**config.mk**
```make
export PLATFORM = sky130hd
export DESIGN_NAME = regfile_hilo
export DESIGN_NICKNAME = d
export VERILOG_FILES = /design/src/rtl/regfile_hilo_pkg.sv /design/src/rtl/regfile_hilo_hilo.sv /design/src/rtl/regfile_hilo.sv
export SDC_FILE = /design/constraint.sdc
export NUM_CORES = 2
export LEC_CHECK = 0
export BUFFER_PORTS_ARGS = -buffer_cell sky130_fd_sc_hd__buf_2
export CAP_MARGIN = 5
export CORE_MARGIN = 2
export CORE_UTILIZATION = 58
export CTS_BUF_LIST = sky130_fd_sc_hd__clkbuf_8
export DETAILED_ROUTE_END_ITERATION = 12
export GPL_ROUTABILITY_DRIVEN = 1
export PLACE_DENSITY = 0.85
export SETUP_SLACK_MARGIN = 0.05
export SKIP_CTS_REPAIR_TIMING = 1
export SYNTH_ARGS = -nofsm -noshare
export SYNTH_HDL_FRONTEND = slang
export SYNTH_HIERARCHICAL = 1
export SYNTH_SLANG_ARGS = --single-unit
```
**constraint.sdc**
```tcl
create_clock -name clk -period 3.5 [get_ports clk]
set_clock_uncertainty 0.1 [all_clocks]
set_input_delay 0.175 -clock clk [delete_from_list [all_inputs] [get_ports clk]]
set_output_delay 0.175 -clock clk [all_outputs]
set_load 0.005 [all_outputs]
```
**src/rtl/regfile_hilo_pkg.sv**
```systemverilog
// ---------------------------------------------------------------------------
// regfile_hilo_pkg
//
// Shared constants and types for the register file and its HI/LO pair.
// These are the core-wide definitions (reset level, enable levels, the zero
// word, the "no register" address, bus widths and register count) so that no
// module in this slice carries its own copy of these literals.
//
// Optional feature macro used by the modules that import this package:
//   REGFILE_BYPASS_EN - same-cycle write-through on GPR reads and HI/LO.
// ---------------------------------------------------------------------------
package regfile_hilo_pkg;

    // Control levels.
    localparam logic RST_ENABLE    = 1'b0;   // rst is active-low
    localparam logic WRITE_ENABLE  = 1'b1;
    localparam logic WRITE_DISABLE = 1'b0;
    localparam logic READ_ENABLE   = 1'b1;
    localparam logic READ_DISABLE  = 1'b0;

    // Bus geometry.
    localparam int REG_BUS_W      = 32;
    localparam int REG_ADDR_BUS_W = 5;
    localparam int REG_NUM_DEF    = 32;

    typedef logic [REG_BUS_W-1:0]      reg_bus_t;
    typedef logic [REG_ADDR_BUS_W-1:0] reg_addr_t;

    localparam reg_bus_t  ZERO_WORD    = '0;
    localparam reg_addr_t NOP_REG_ADDR = '0;

    // True when a read port addresses the register being written this cycle.
    // Address 0 never qualifies because it is never written.
    function automatic logic read_hits_write(
        input logic      re,
        input reg_addr_t raddr,
        input logic      we,
        input reg_addr_t waddr
    );
        return (re == READ_ENABLE) && (we == WRITE_ENABLE) &&
               (raddr == waddr) && (waddr != NOP_REG_ADDR);
    endfunction

endpackage : regfile_hilo_pkg

```
**src/rtl/regfile_hilo_hilo.sv**
```systemverilog
// ---------------------------------------------------------------------------
// hilo_reg
//
// HI/LO special-register pair used by the multiply/divide results. Both
// halves load together when we is high and hold otherwise.
//
// Ports
//   clk   in   single clock, rising edge
//   rst   in   synchronous reset, active-low; also forces outputs to zero
//   we    in   HI/LO write enable (wb_whilo)
//   hi_i  in   HI write data
//   lo_i  in   LO write data
//   hi_o  out  HI value
//   lo_o  out  LO value
//
// Optional feature: REGFILE_BYPASS_EN - when defined, hi_o/lo_o return the
// incoming hi_i/lo_i during a write cycle instead of the stored values.
// ---------------------------------------------------------------------------
module hilo_reg
    import regfile_hilo_pkg::*;
#(
    parameter int W = REG_BUS_W
) (
    input  logic         clk,
    input  logic         rst,
    input  logic         we,
    input  logic [W-1:0] hi_i,
    input  logic [W-1:0] lo_i,
    output logic [W-1:0] hi_o,
    output logic [W-1:0] lo_o
);

    localparam logic [W-1:0] ZERO = W'(ZERO_WORD);

    logic [W-1:0] hi_q;
    logic [W-1:0] lo_q;

    // NOTE: sequential state uses non-blocking assignments so every flop
    // samples its inputs from before the edge, independent of block order.
    always_ff @(posedge clk) begin
        if (rst == RST_ENABLE) begin
            hi_q <= ZERO;
            lo_q <= ZERO;
        end else if (we == WRITE_ENABLE) begin
            hi_q <= hi_i;
            lo_q <= lo_i;
        end
    end

    // NOTE: every output is given a default before any branch so no path
    // leaves it unassigned, which would otherwise infer a latch.
    always_comb begin
        hi_o = hi_q;
        lo_o = lo_q;
        if (rst == RST_ENABLE) begin
            hi_o = ZERO;
            lo_o = ZERO;
        end
`ifdef REGFILE_BYPASS_EN
        else if (we == WRITE_ENABLE) begin
            hi_o = hi_i;
            lo_o = lo_i;
        end
`endif
    end

endmodule : hilo_reg

```
**src/rtl/regfile_hilo.sv**
```systemverilog
// ---------------------------------------------------------------------------
// regfile_hilo
//
// General-purpose register file (one write port, two independent
// combinational read ports) plus the HI/LO pair. Register 0 is hard-wired to
// zero. A GPR write and a HI/LO write may happen in the same cycle.
//
// Ports
//   clk            in   single clock, rising edge
//   rst            in   synchronous reset, active-low; clears all state and
//                       forces every read output to zero while low
//   we             in   GPR write enable (wb_wreg)
//   waddr          in   GPR write address (wb_wd)
//   wdata          in   GPR write data (wb_wdata)
//   re1, re2       in   read enables; a disabled port returns zero
//   raddr1, raddr2 in   read addresses
//   rdata1, rdata2 out  read data, combinational
//   whilo          in   HI/LO write enable (wb_whilo)
//   hi_i, lo_i     in   HI/LO write data
//   hi_o, lo_o     out  HI/LO values
//
// Optional feature: REGFILE_BYPASS_EN - when defined, a read of the register
// being written in the same cycle returns wdata, and HI/LO outputs return
// hi_i/lo_i during a HI/LO write. Without it, reads return stored data only
// and the pipeline is expected to stall one cycle on such a hazard.
// ---------------------------------------------------------------------------
module regfile_hilo
    import regfile_hilo_pkg::*;
#(
    parameter int REG_NUM = REG_NUM_DEF,
    parameter int REG_W   = REG_BUS_W
) (
    input  logic             clk,
    input  logic             rst,
    input  logic             we,
    input  reg_addr_t        waddr,
    input  logic [REG_W-1:0] wdata,
    input  logic             re1,
    input  reg_addr_t        raddr1,
    input  logic             re2,
    input  reg_addr_t        raddr2,
    output logic [REG_W-1:0] rdata1,
    output logic [REG_W-1:0] rdata2,
    input  logic             whilo,
    input  logic [REG_W-1:0] hi_i,
    input  logic [REG_W-1:0] lo_i,
    output logic [REG_W-1:0] hi_o,
    output logic [REG_W-1:0] lo_o
);

    localparam logic [REG_W-1:0] ZERO = REG_W'(ZERO_WORD);

    // -----------------------------------------------------------------------
    // GPR storage
    // -----------------------------------------------------------------------
    logic [REG_W-1:0] gpr [REG_NUM];

    // NOTE: the whole array is cleared on reset because software relies on
    // every GPR reading zero after reset; this keeps the storage in flops
    // rather than a RAM macro, which cannot be bulk-cleared.
    always_ff @(posedge clk) begin
        if (rst == RST_ENABLE) begin
            for (int i = 0; i < REG_NUM; i++) begin
                gpr[i] <= ZERO;
            end
        end else if ((we == WRITE_ENABLE) && (waddr != NOP_REG_ADDR)) begin
            gpr[waddr] <= wdata;
        end
    end

    // -----------------------------------------------------------------------
    // Read ports: identical muxes, one per port
    // -----------------------------------------------------------------------
    logic      port_re    [2];
    reg_addr_t port_raddr [2];

    assign port_re[0]    = re1;
    assign port_re[1]    = re2;
    assign port_raddr[0] = raddr1;
    assign port_raddr[1] = raddr2;

    for (genvar p = 0; p < 2; p++) begin : g_port
        logic [REG_W-1:0] rd_val;
        logic             hit;

        // Only consulted in the bypass build; kept in both so the port
        // structure does not change with the macro.
        assign hit = read_hits_write(port_re[p], port_raddr[p], we, waddr);

        // Priority: reset, then r0, then disabled port, then bypass, then
        // storage. r0 sits above bypass so it reads zero unconditionally.
        always_comb begin
            rd_val = ZERO;
            if (rst == RST_ENABLE) begin
                rd_val = ZERO;
            end else if (port_raddr[p] == NOP_REG_ADDR) begin
                rd_val = ZERO;
            end else if (port_re[p] == READ_DISABLE) begin
                rd_val = ZERO;
            end
`ifdef REGFILE_BYPASS_EN
            else if (hit) begin
                rd_val = wdata;
            end
`endif
            else begin
                rd_val = gpr[port_raddr[p]];
            end
        end
    end

    assign rdata1 = g_port[0].rd_val;
    assign rdata2 = g_port[1].rd_val;

    // -----------------------------------------------------------------------
    // HI/LO pair
    // -----------------------------------------------------------------------
    hilo_reg #(
        .W (REG_W)
    ) u_hilo_reg (
        .clk  (clk),
        .rst  (rst),
        .we   (whilo),
        .hi_i (hi_i),
        .lo_i (lo_i),
        .hi_o (hi_o),
        .lo_o (lo_o)
    );

endmodule : regfile_hilo

```
==> run metrics <==
status=completed; TNS Setup=0 ns; CTS H-tree depth=4; crit path launch type=flip-flop; crit end category=output pin; drc violations=0; Slew Limit Fails=0; crit path capture=rdata2[15]; Reg clk slew, reported paths=0.07 ns; Rel. slew slack=30.30%; kind of critical path=flip-flop to output pin; share of layout cells above drive strength 1=28.37%; Tcrit/Tclk final=95.10%; crit path time final=3.329 ns; CP max stage cell=mux4_2; Reg area=0.03203 sq mm; global route overflow=0; Die X=318.1 um; antenna violations before repair=18; largest net degree at the start of global routing=129; FFs w/ async S/R, synth=0%; vias post-DR=39740; Netlist cell types=47; vias in the first global route=39470; FILL cells=6287; M2 GR Usage=55.17%; Mapped Area=0.05720 sq mm; worst-margin pin slew=1.045 ns; leading cell type in the layout, fill and taps excluded=and2_1; met1 usage=44.07%; fin nets=4333; GR Util met3=14.34%; Final Hold Slack=0.00002176 ns; R2R Path Start=u_hilo_reg/lo_q[1]; Hold Crit Class=input port to flip-flop; critical path startpoint=gpr[11][15]; GRT Util Overall=36.48%; number of vias per cell=7.039; P_leak=0.02375 uW; first drt pass iteration count=6; Final setup viols=0; Port Buf Inserts=244; post-synthesis cell count=3851; post-synthesis sequential area ratio=55.99%; area of the multi-input gates=0.02389 sq mm; Reg-to-Reg End=u_hilo_reg/lo_q[1]; core area=0.09813 sq mm; Switch Pwr=7854 uW; Max-cap violations=0; global-route wire length before repair=265.2 mm; Routed Wire Length=189.3 mm; final hold vios=0; # rows=115; clk buf depth=3; Max VDD drop=0.0003063 V; Wirelength per Cell=33.54 um; Detail Route Antenna Nets=0; Worst path max stage delay=0.49 ns; part of the power in registers=52.3%; CP cell instances=mux4_2, a22o_1, a221o_1, nor2_1, a21oi_1, buf_2; clock root cell=clkbuf_8; ys flop type=edfxtp_1; die height=318.1 um; area growth from synthesis to layout=13.86%; synthesized area per cell=14.85 sq um; Num CTS Buffers=171; DPL Wire Length=116.7 mm; IO Count=245; worst-skew pair later-pin latency=0.86 ns; RSZ-0062 raised after global routing=false; Yosys reg bits=1088; highest clock rate=300.4 MHz; Required @ worst endpoint=3.22 ns; clock power share=34.4%; initial DRC count=6739; area of the die=0.1012 sq mm; Int Power=21470 uW; Crit Path Max Fanout=2; Worst Path Arrival=3.05 ns; gpl congestion=0.9965; clock sinks=1088; Comb power frac=13.2%; Net Sw Frac=26.78%; worst hold start=whilo; r2r worst-path depth=3; CTS tree=done; EDFF count, synth=1024; Power Dens Cells=450.3 mW/mm^2; busiest grt layer=met2; most frequent cells in the layout=and2_1 (1058), edfxtp_1 (1024), mux4_2 (459); Initial Utilization=58.29%; setup slack, reg-to-reg=2.17 ns; yosys warns=6
stage by stage:
| step | util [%] | power (uW) | cell area [sq um] | setup WS [ns] | std cells |
|---|---|---|---|---|---|
| 2_1_floorplan | - | 17680 | 57320 | -0.1808 | 3882 |
| 3_3_place_gp | 62.13 | 19030 | 60970 | -0.05164 | 5227 |
| 3_5_place_dp | 62.13 | 19180 | 60970 | -0.05338 | 5227 |
| 4_1_cts | 65.27 | 28960 | 64060 | -0.3140 | 5530 |
| 5_1_grt | 66.35 | 29960 | 65110 | 0.1076 | 5638 |
| 6_report | 66.37 | 29330 | 65130 | 0.1714 | 5645 |
worst min path at each step:
stage                                      to  slack [ns]  cells after the start
after CTS                  u_hilo_reg/lo_q[5]       -0.57                      3
after detailed placement  u_hilo_reg/lo_q[28]        0.34                      3
final                     u_hilo_reg/lo_q[30]     0.00002                      3
after global placement    u_hilo_reg/lo_q[13]        0.33                      3
after global routing      u_hilo_reg/lo_q[19]       -0.01                      3
after floorplan            u_hilo_reg/hi_q[0]        0.24                      2
cell usage after synthesis (12+ instances only):
library cell | count | share of area (%)
buf_1 | 22 | 0.14
buf_2 | 57 | 0.50
a31oi_1 | 42 | 0.46
edfxtp_1 | 1024 | 54
nor2b_1 | 76 | 0.83
a22o_1 | 12 | 0.18
nor2_1 | 62 | 0.41
clkbuf_1 | 274 | 1.8
nand2_1 | 56 | 0.37
buf_6 | 13 | 0.26
dfxtp_1 | 64 | 2.2
buf_4 | 30 | 0.39
a22oi_1 | 73 | 0.96
o21ai_0 | 41 | 0.36
o22a_1 | 26 | 0.40
mux4_2 | 459 | 18
o221ai_1 | 26 | 0.40
a21oi_1 | 45 | 0.39
mux2i_1 | 264 | 4.6
mux2_2 | 21 | 0.41
and2_1 | 1058 | 12
registers in the layout, indices dropped and copies added (netlist names):
name	count
gpr	1024
u_hilo_reg/lo_q	32
u_hilo_reg/hi_q	32
metal layers:
metal | wire length [um] | up-vias
li1 | - | 15410
met1 | 57030 | 19230
met2 | 84970 | 3991
met3 | 32040 | 1088
met4 | 15190 | 14
met5 | 89 | -
area by class of cell:
class / instances / share of cell area (%)
Timing Repair Buffer: 563 / 6.854
Multi-Input combinational cell: 2385 / 36.67
Inverter: 7 / 0.04034
Sequential cell: 1088 / 49.18
Antenna cell: 12 / 0.04611
Tap cell: 1287 / 2.472
Clock inverter: 130 / 1.078
Clock buffer: 173 / 3.656
cell families (layout without fill, tap and decap cells):
logic type             after synthesis  after routing  share of synthesized area (%)
and+or+nand+nor                   1286           1286                          13.56
DFF                               1088           1088                          55.99
other                                1             44                       0.006556
AOI/OAI and AO/OA                  323            323                          4.042
muxes                              744            744                          23.10
buffers and inverters              409            873                          3.294
power groups by stage:
stage / sequential [uW] / clock, uW / combinational, uW
final: 15300 / 10100 / 3880
after global routing: 15400 / 10600 / 3950
after CTS: 15300 / 10000 / 3600
after detailed placement: 15600 / 0 / 3590
after global placement: 15500 / 0 / 3530
after floorplan: 15400 / 0 / 2230
worst max-delay path: cells and delay by family, from the launching register on:
family | cells | cell delay (ns)
flops | 1 | 0.41
simple gates | 1 | 0.44
buf+inv | 1 | 0.18
compound gates | 3 | 0.68
mux | 1 | 0.49
(Power assumes the default switching activity.)
